### src/rtl/exe_stage.sv
// Execute stage of the 5-stage ARM pipeline.
// It forwards the operands, builds Val2 (the shifter operand), runs the ALU and
// holds the NZCV status register. It also resolves the branch target and
// registers its results into the EX/MEM boundary. SRAM_Freeze stalls every
// registered element.
module exe_stage (
  input  logic        clk,
  input  logic        reset_n,
  input  logic        SRAM_Freeze,
  input  logic        Wb_EN,
  input  logic        MEM_R_EN,
  input  logic        MEM_W_EN,
  input  logic        B,
  input  logic        S,
  input  logic [3:0]  EXE_CMD,
  input  logic [31:0] PC,
  input  logic [31:0] Val_Rn,
  input  logic [31:0] Val_Rm,
  input  logic        imm,
  input  logic [11:0] Shift_operand,
  input  logic [23:0] Signed_imm_24,
  input  logic [3:0]  Dest,
  input  logic [1:0]  Sel_src1,
  input  logic [1:0]  Sel_src2,
  input  logic [31:0] MEM_ALU_Res,
  input  logic [31:0] WB_Value,
  output logic        Branch_Taken,
  output logic [31:0] Branch_Address,
  output logic [3:0]  SR,
  output logic        EXE_Wb_EN,
  output logic        EXE_MEM_R_EN,
  output logic        EXE_MEM_W_EN,
  output logic [31:0] EXE_ALU_Res,
  output logic [31:0] EXE_ST_Val,
  output logic [3:0]  EXE_Dest
);

  logic [31:0] op1, op2, val2, alu_res;
  logic [3:0]  alu_flags;
  logic [63:0] rot_imm_w, ror_reg_w;
  logic [32:0] sum33;
  logic [31:0] addend;
  logic        carry_in, is_arith;

  logic [3:0]  sr_q, sr_d;
  logic        wb_en_q, wb_en_d, mem_r_q, mem_r_d, mem_w_q, mem_w_d;
  logic [31:0] alu_res_q, alu_res_d, st_val_q, st_val_d;
  logic [3:0]  dest_q, dest_d;

  // Forwarding muxes: 01 takes the MEM-stage result, 10 the WB value, 00/11 the register
  always_comb begin
    op1 = Val_Rn;
    op2 = Val_Rm;
    case (Sel_src1)
      2'b01:   op1 = MEM_ALU_Res;
      2'b10:   op1 = WB_Value;
      default: op1 = Val_Rn;
    endcase
    case (Sel_src2)
      2'b01:   op2 = MEM_ALU_Res;
      2'b10:   op2 = WB_Value;
      default: op2 = Val_Rm;
    endcase
  end

  // Val2 generation: the memory offset wins, then the rotated immediate, then the shifted register
  always_comb begin
    // A rotate is the low half of the doubled word shifted right
    rot_imm_w = {24'b0, Shift_operand[7:0], 24'b0, Shift_operand[7:0]} >> {Shift_operand[11:8], 1'b0};
    ror_reg_w = {op2, op2} >> Shift_operand[11:7];
    val2      = op2;
    if (MEM_R_EN || MEM_W_EN) begin
      val2 = {20'b0, Shift_operand};
    end else if (imm) begin
      val2 = rot_imm_w[31:0];
    end else begin
      case (Shift_operand[6:5])
        2'b00:   val2 = op2 << Shift_operand[11:7];
        2'b01:   val2 = op2 >> Shift_operand[11:7];
        2'b10:   val2 = $signed(op2) >>> Shift_operand[11:7];
        default: val2 = ror_reg_w[31:0];
      endcase
    end
  end

  // ALU: subtraction is an add of the inverted operand, so one 33-bit adder covers every arithmetic op
  always_comb begin
    addend   = val2;
    carry_in = 1'b0;
    is_arith = 1'b0;
    alu_res  = 32'b0;
    case (EXE_CMD)
      4'b0010: begin addend = val2;  carry_in = 1'b0;  is_arith = 1'b1; end
      4'b0011: begin addend = val2;  carry_in = sr_q[1]; is_arith = 1'b1; end
      4'b0100: begin addend = ~val2; carry_in = 1'b1;  is_arith = 1'b1; end
      4'b0101: begin addend = ~val2; carry_in = sr_q[1]; is_arith = 1'b1; end
      default: ;
    endcase
    sum33 = {1'b0, op1} + {1'b0, addend} + {32'b0, carry_in};
    case (EXE_CMD)
      4'b0001: alu_res = val2;
      4'b1001: alu_res = ~val2;
      4'b0010, 4'b0011, 4'b0100, 4'b0101: alu_res = sum33[31:0];
      4'b0110: alu_res = op1 & val2;
      4'b0111: alu_res = op1 | val2;
      4'b1000: alu_res = op1 ^ val2;
      default: alu_res = 32'b0;
    endcase
    // C and V come from the effective add; everything else keeps the current C and V
    alu_flags[3] = alu_res[31];
    alu_flags[2] = (alu_res == 32'b0);
    if (is_arith) begin
      alu_flags[1] = sum33[32];
      alu_flags[0] = (op1[31] == addend[31]) && (alu_res[31] != op1[31]);
    end else begin
      alu_flags[1] = sr_q[1];
      alu_flags[0] = sr_q[0];
    end
  end

  // Next-state values: freeze holds everything, S additionally gates the status register
  always_comb begin
    sr_d      = (S && !SRAM_Freeze) ? alu_flags : sr_q;
    wb_en_d   = SRAM_Freeze ? wb_en_q   : Wb_EN;
    mem_r_d   = SRAM_Freeze ? mem_r_q   : MEM_R_EN;
    mem_w_d   = SRAM_Freeze ? mem_w_q   : MEM_W_EN;
    alu_res_d = SRAM_Freeze ? alu_res_q : alu_res;
    st_val_d  = SRAM_Freeze ? st_val_q  : op2;
    dest_d    = SRAM_Freeze ? dest_q    : Dest;
  end

  // Status register and EX/MEM pipeline register
  always_ff @(posedge clk or negedge reset_n) begin
    if (!reset_n) begin
      sr_q      <= 4'b0;
      wb_en_q   <= 1'b0;
      mem_r_q   <= 1'b0;
      mem_w_q   <= 1'b0;
      alu_res_q <= 32'b0;
      st_val_q  <= 32'b0;
      dest_q    <= 4'b0;
    end else begin
      sr_q      <= sr_d;
      wb_en_q   <= wb_en_d;
      mem_r_q   <= mem_r_d;
      mem_w_q   <= mem_w_d;
      alu_res_q <= alu_res_d;
      st_val_q  <= st_val_d;
      dest_q    <= dest_d;
    end
  end

  // The branch condition is resolved upstream; only the target add happens here
  always_comb begin
    Branch_Taken   = B;
    Branch_Address = PC + {{6{Signed_imm_24[23]}}, Signed_imm_24, 2'b00};
  end

  assign SR           = sr_q;
  assign EXE_Wb_EN    = wb_en_q;
  assign EXE_MEM_R_EN = mem_r_q;
  assign EXE_MEM_W_EN = mem_w_q;
  assign EXE_ALU_Res  = alu_res_q;
  assign EXE_ST_Val   = st_val_q;
  assign EXE_Dest     = dest_q;

endmodule

### config.mk
export PLATFORM = sky130hd
export DESIGN_NAME = exe_stage
export DESIGN_NICKNAME = d
export VERILOG_FILES = /design/src/rtl/exe_stage.sv
export SDC_FILE = /design/constraint.sdc
export NUM_CORES = 1
export LEC_CHECK = 0
export ABC_AREA = 1
export ABC_CLOCK_PERIOD_IN_PS = 3150
export BUFFER_PORTS_ARGS = -buffer_cell sky130_fd_sc_hd__buf_2
export CORE_UTILIZATION = 30
export CTS_BUF_LIST = sky130_fd_sc_hd__clkbuf_8
export CTS_CLUSTER_SIZE = 8
export DETAILED_ROUTE_END_ITERATION = 12
export SETUP_SLACK_MARGIN = 0.1
export SLEW_MARGIN = 0
export SYNTH_ARGS = -nofsm -noshare
export SYNTH_HDL_FRONTEND = slang
export SYNTH_SLANG_ARGS = --single-unit
### constraint.sdc
create_clock -name clk -period 3.15 [get_ports clk]
set_clock_uncertainty 0.05 [all_clocks]
set_input_delay 0.1575 -clock clk [delete_from_list [all_inputs] [get_ports clk]]
set_output_delay 0.1575 -clock clk [all_outputs]
set_load 0.01 [all_outputs]
==> impl_metrics.json <==
{
  "worstPathRequired_ns": 3.51,
  "htreeDepth": 3,
  "clock_latency_ns": 0.46,
  "globalRoute.totalOverflow": 0,
  "ys_ff_latch": 75,
  "synthDistinctLibCells": 59,
  "crit_path_end_kind": "flip-flop",
  "track_usage_pct": 30.3,
  "seqCellArea_um2": 1880,
  "status": "finished, violations left",
  "peakVddDrop_mv": 0.239,
  "synth_top_cell_area_share_pct": 16.6,
  "startpoint_type": "input pin",
  "fin_ws_ns": -1.35,
  "maxCapViolations": 0,
  "port_buffers": 318,
  "drive_gt1_share_pct": 50.6,
  "dp_hpwl_um": 68800,
  "nFillCells": 5161,
  "fp.dieW_um": 233,
  "drt-total-wl_um": 87200,
  "p_per_area_nw_per_um2": 325,
  "synth_edf_count": 0,
  "synth_warnings": 0,
  "cts_tree": "done",
  "grt_max_degree": 67,
  "grt_pass1_vias": 21100,
  "drc": 4,
  "hold_viol": 0,
  "dieArea_um2": 54400,
  "clock_sinks": 75,
  "detail-route-antenna-nets": 0,
  "antenna_found_initial": 5,
  "critPathKind": "input pin to flip-flop",
  "worst_pin_slew_ns": 0.814,
  "syn2layout_area_growth_pct": 70.7,
  "fmax_mhz": 222,
  "rsz0062_at_grt": "true",
  "grt_pass1_wl_um": 125000,
  "synthesis.nets": 3027,
  "violations": "design-rule violations, negative setup slack",
  "viasPerCell": 5.37,
  "critPathSlowestCell": "ha_4",
  "ys_top_cells_by_area": "nand2_1, nand3_1, dfrtp_1, ha_1, nand2_2",
  "wire_per_inst_um": 20.2,
  "final_nets": 3959,
  "critPathMaxFanout": 8,
  "firstDrtPassIters": 10,
  "fin_tns_setup_ns": -33.88,
  "holdCritPathClass": "input pin to flip-flop",
  "finalNonFillerCells": 4310,
  "path_clk_slew_ns": 0.11,
  "syn_area_um2": 16100,
  "layout_common_cells": "buf_4, nand2_1, buf_2, nand3_1, nand3_2",
  "dpl_cell_area_um2": 23000,
  "drt_iter0_markers": 2379,
  "relSlewSlack_pct": 45.7,
  "cts_made_buffers": 9,
  "rows": 84,
  "cts-root-buf": "clkbuf_8",
  "fin_crit_ns": 4.50,
  "leakage_nw": 14.0,
  "cts_buffer_depth": 2,
  "initial_core_util_pct": 30.4,
  "fin_area_um2": 27400,
  "dpl.cell_count": 4174,
  "core_area_um2": 52800,
  "cpPeakStageDelay_ns": 0.36,
  "synth-seq-area-share_pct": 11.7,
  "io_pins": 325,
  "gp_congestion": 1.02,
  "die-height_um": 233,
  "layout_commonest_cell": "buf_4",
  "multiInputGateArea_um2": 15800,
  "netlist_instances": 2679,
  "power_mw": 8.91,
  "syn-mean-instance-area_um2": 5.99,
  "finalCritPeriodShare_pct": 143,
  "num_vias": 23200,
  "finalMaxSlewViolations": 0,
  "setup-violations-final": 36,
  "yosys.area.top_type": "nand2_1",
  "holdWs_ns": 0.114,
  "cp.arrival_ns": 4.86,
  "synthFlopType": "dfrtp_1",
  "async_flop_share_pct": 100
}
state kept, by name (all words and copies together) (netlist names):
signal and count:
EXE_Dest 4, SR 4, EXE_ST_Val 32, EXE_MEM_R_EN 1
EXE_ALU_Res 32, EXE_Wb_EN 1, EXE_MEM_W_EN 1
logic make-up after synthesis:
| kind of cell | Yosys count | share of synthesized area, % |
|---|---|---|
| buffers and inverters | 349 | 9.55 |
| DFF | 75 | 11.7 |
| muxes | 1 | 0.0624 |
| adders and majority gates | 131 | 10.3 |
| and+or+nand+nor | 1647 | 49.0 |
| AOI/OAI and AO/OA | 412 | 15.8 |
| xor gates and xnor gates | 64 | 3.49 |
metal layers:
layer	GRT usage, %	routed length, um
met1	41.5	36800
met2	48.8	40000
met3	3.61	6660
met4	10.4	3760
met5	0	13
power breakdown:
part	switching (mW)	internal [mW]
Sequential	0.0979	1.11
Clock	0.495	0.393
Combinational	3.79	3.03
repair_timing:
action,in CTS,in global routing
setup endpoints to repair,38,46
cloned,2,5
resized for setup,253,450
hold buffers,8,0
setup buffers,46,60
hold endpoints to repair,56,0
pin swaps,103,144
worst max-delay path, delay by kind of cell:
kind / cells / cell delay (ns)
adder cells (fa/ha/maj): 2 / 0.62
XOR/XNOR: 1 / 0.21
AND/OR/NAND/NOR: 28 / 2.49
buffers and inverters: 8 / 0.77
AO/OA/AOI/OAI: 3 / 0.58
per-stage QoR:
step,util [%],worst slack (ns)
after floorplan,-,-0.943
after global placement,43.7,-2.14
after detailed placement,43.7,-2.16
after CTS,46.9,-1.21
after global routing,51.9,-1.62
final,51.9,-1.35
synth_stat cells (32+ instances only):
cell type / n
inv_1: 183
nor2_1: 165
nand2_2: 130
a221o_1: 32
nand2_1: 709
clkbuf_1: 59
ha_1: 128
buf_2: 47
nand3_2: 65
o21ai_0: 149
nand3_1: 467
dfrtp_1: 75
xor2_1: 47
a21oi_1: 105
layout make-up:
cell class | count | share of cell area, %
Multi-Input combinational cell | 2255 | 57.6
Timing Repair Buffer | 1067 | 28.6
Sequential cell | 75 | 6.85
Tap cell | 688 | 3.14
Inverter | 201 | 2.85
Clock buffer | 10 | 0.502
Clock inverter | 6 | 0.260
Timing Repair inverter | 2 | 0.0731
Antenna cell | 6 | 0.0548
path summary, 6_finish.rpt:
kind	from	to	cells past startpoint	slack (ns)
max in group asynchronous	reset_n	EXE_ST_Val[17]$_DFFE_PN0N_	3	1.99
setup / recovery	Sel_src2[0]	SR[2]$_DFFE_PN0P_	42	-1.35
setup reg to reg	SR[1]$_DFFE_PN0P_	SR[2]$_DFFE_PN0P_	25	-0.34
min in group asynchronous	reset_n	EXE_ALU_Res[14]$_DFFE_PN0N_	2	0.29
hold reg to reg	EXE_ALU_Res[11]$_DFFE_PN0N_	EXE_ALU_Res[11]$_DFFE_PN0N_	2	0.42
hold / removal	Val_Rm[19]	EXE_ST_Val[19]$_DFFE_PN0N_	4	0.11
(Power assumes the default switching activity.)
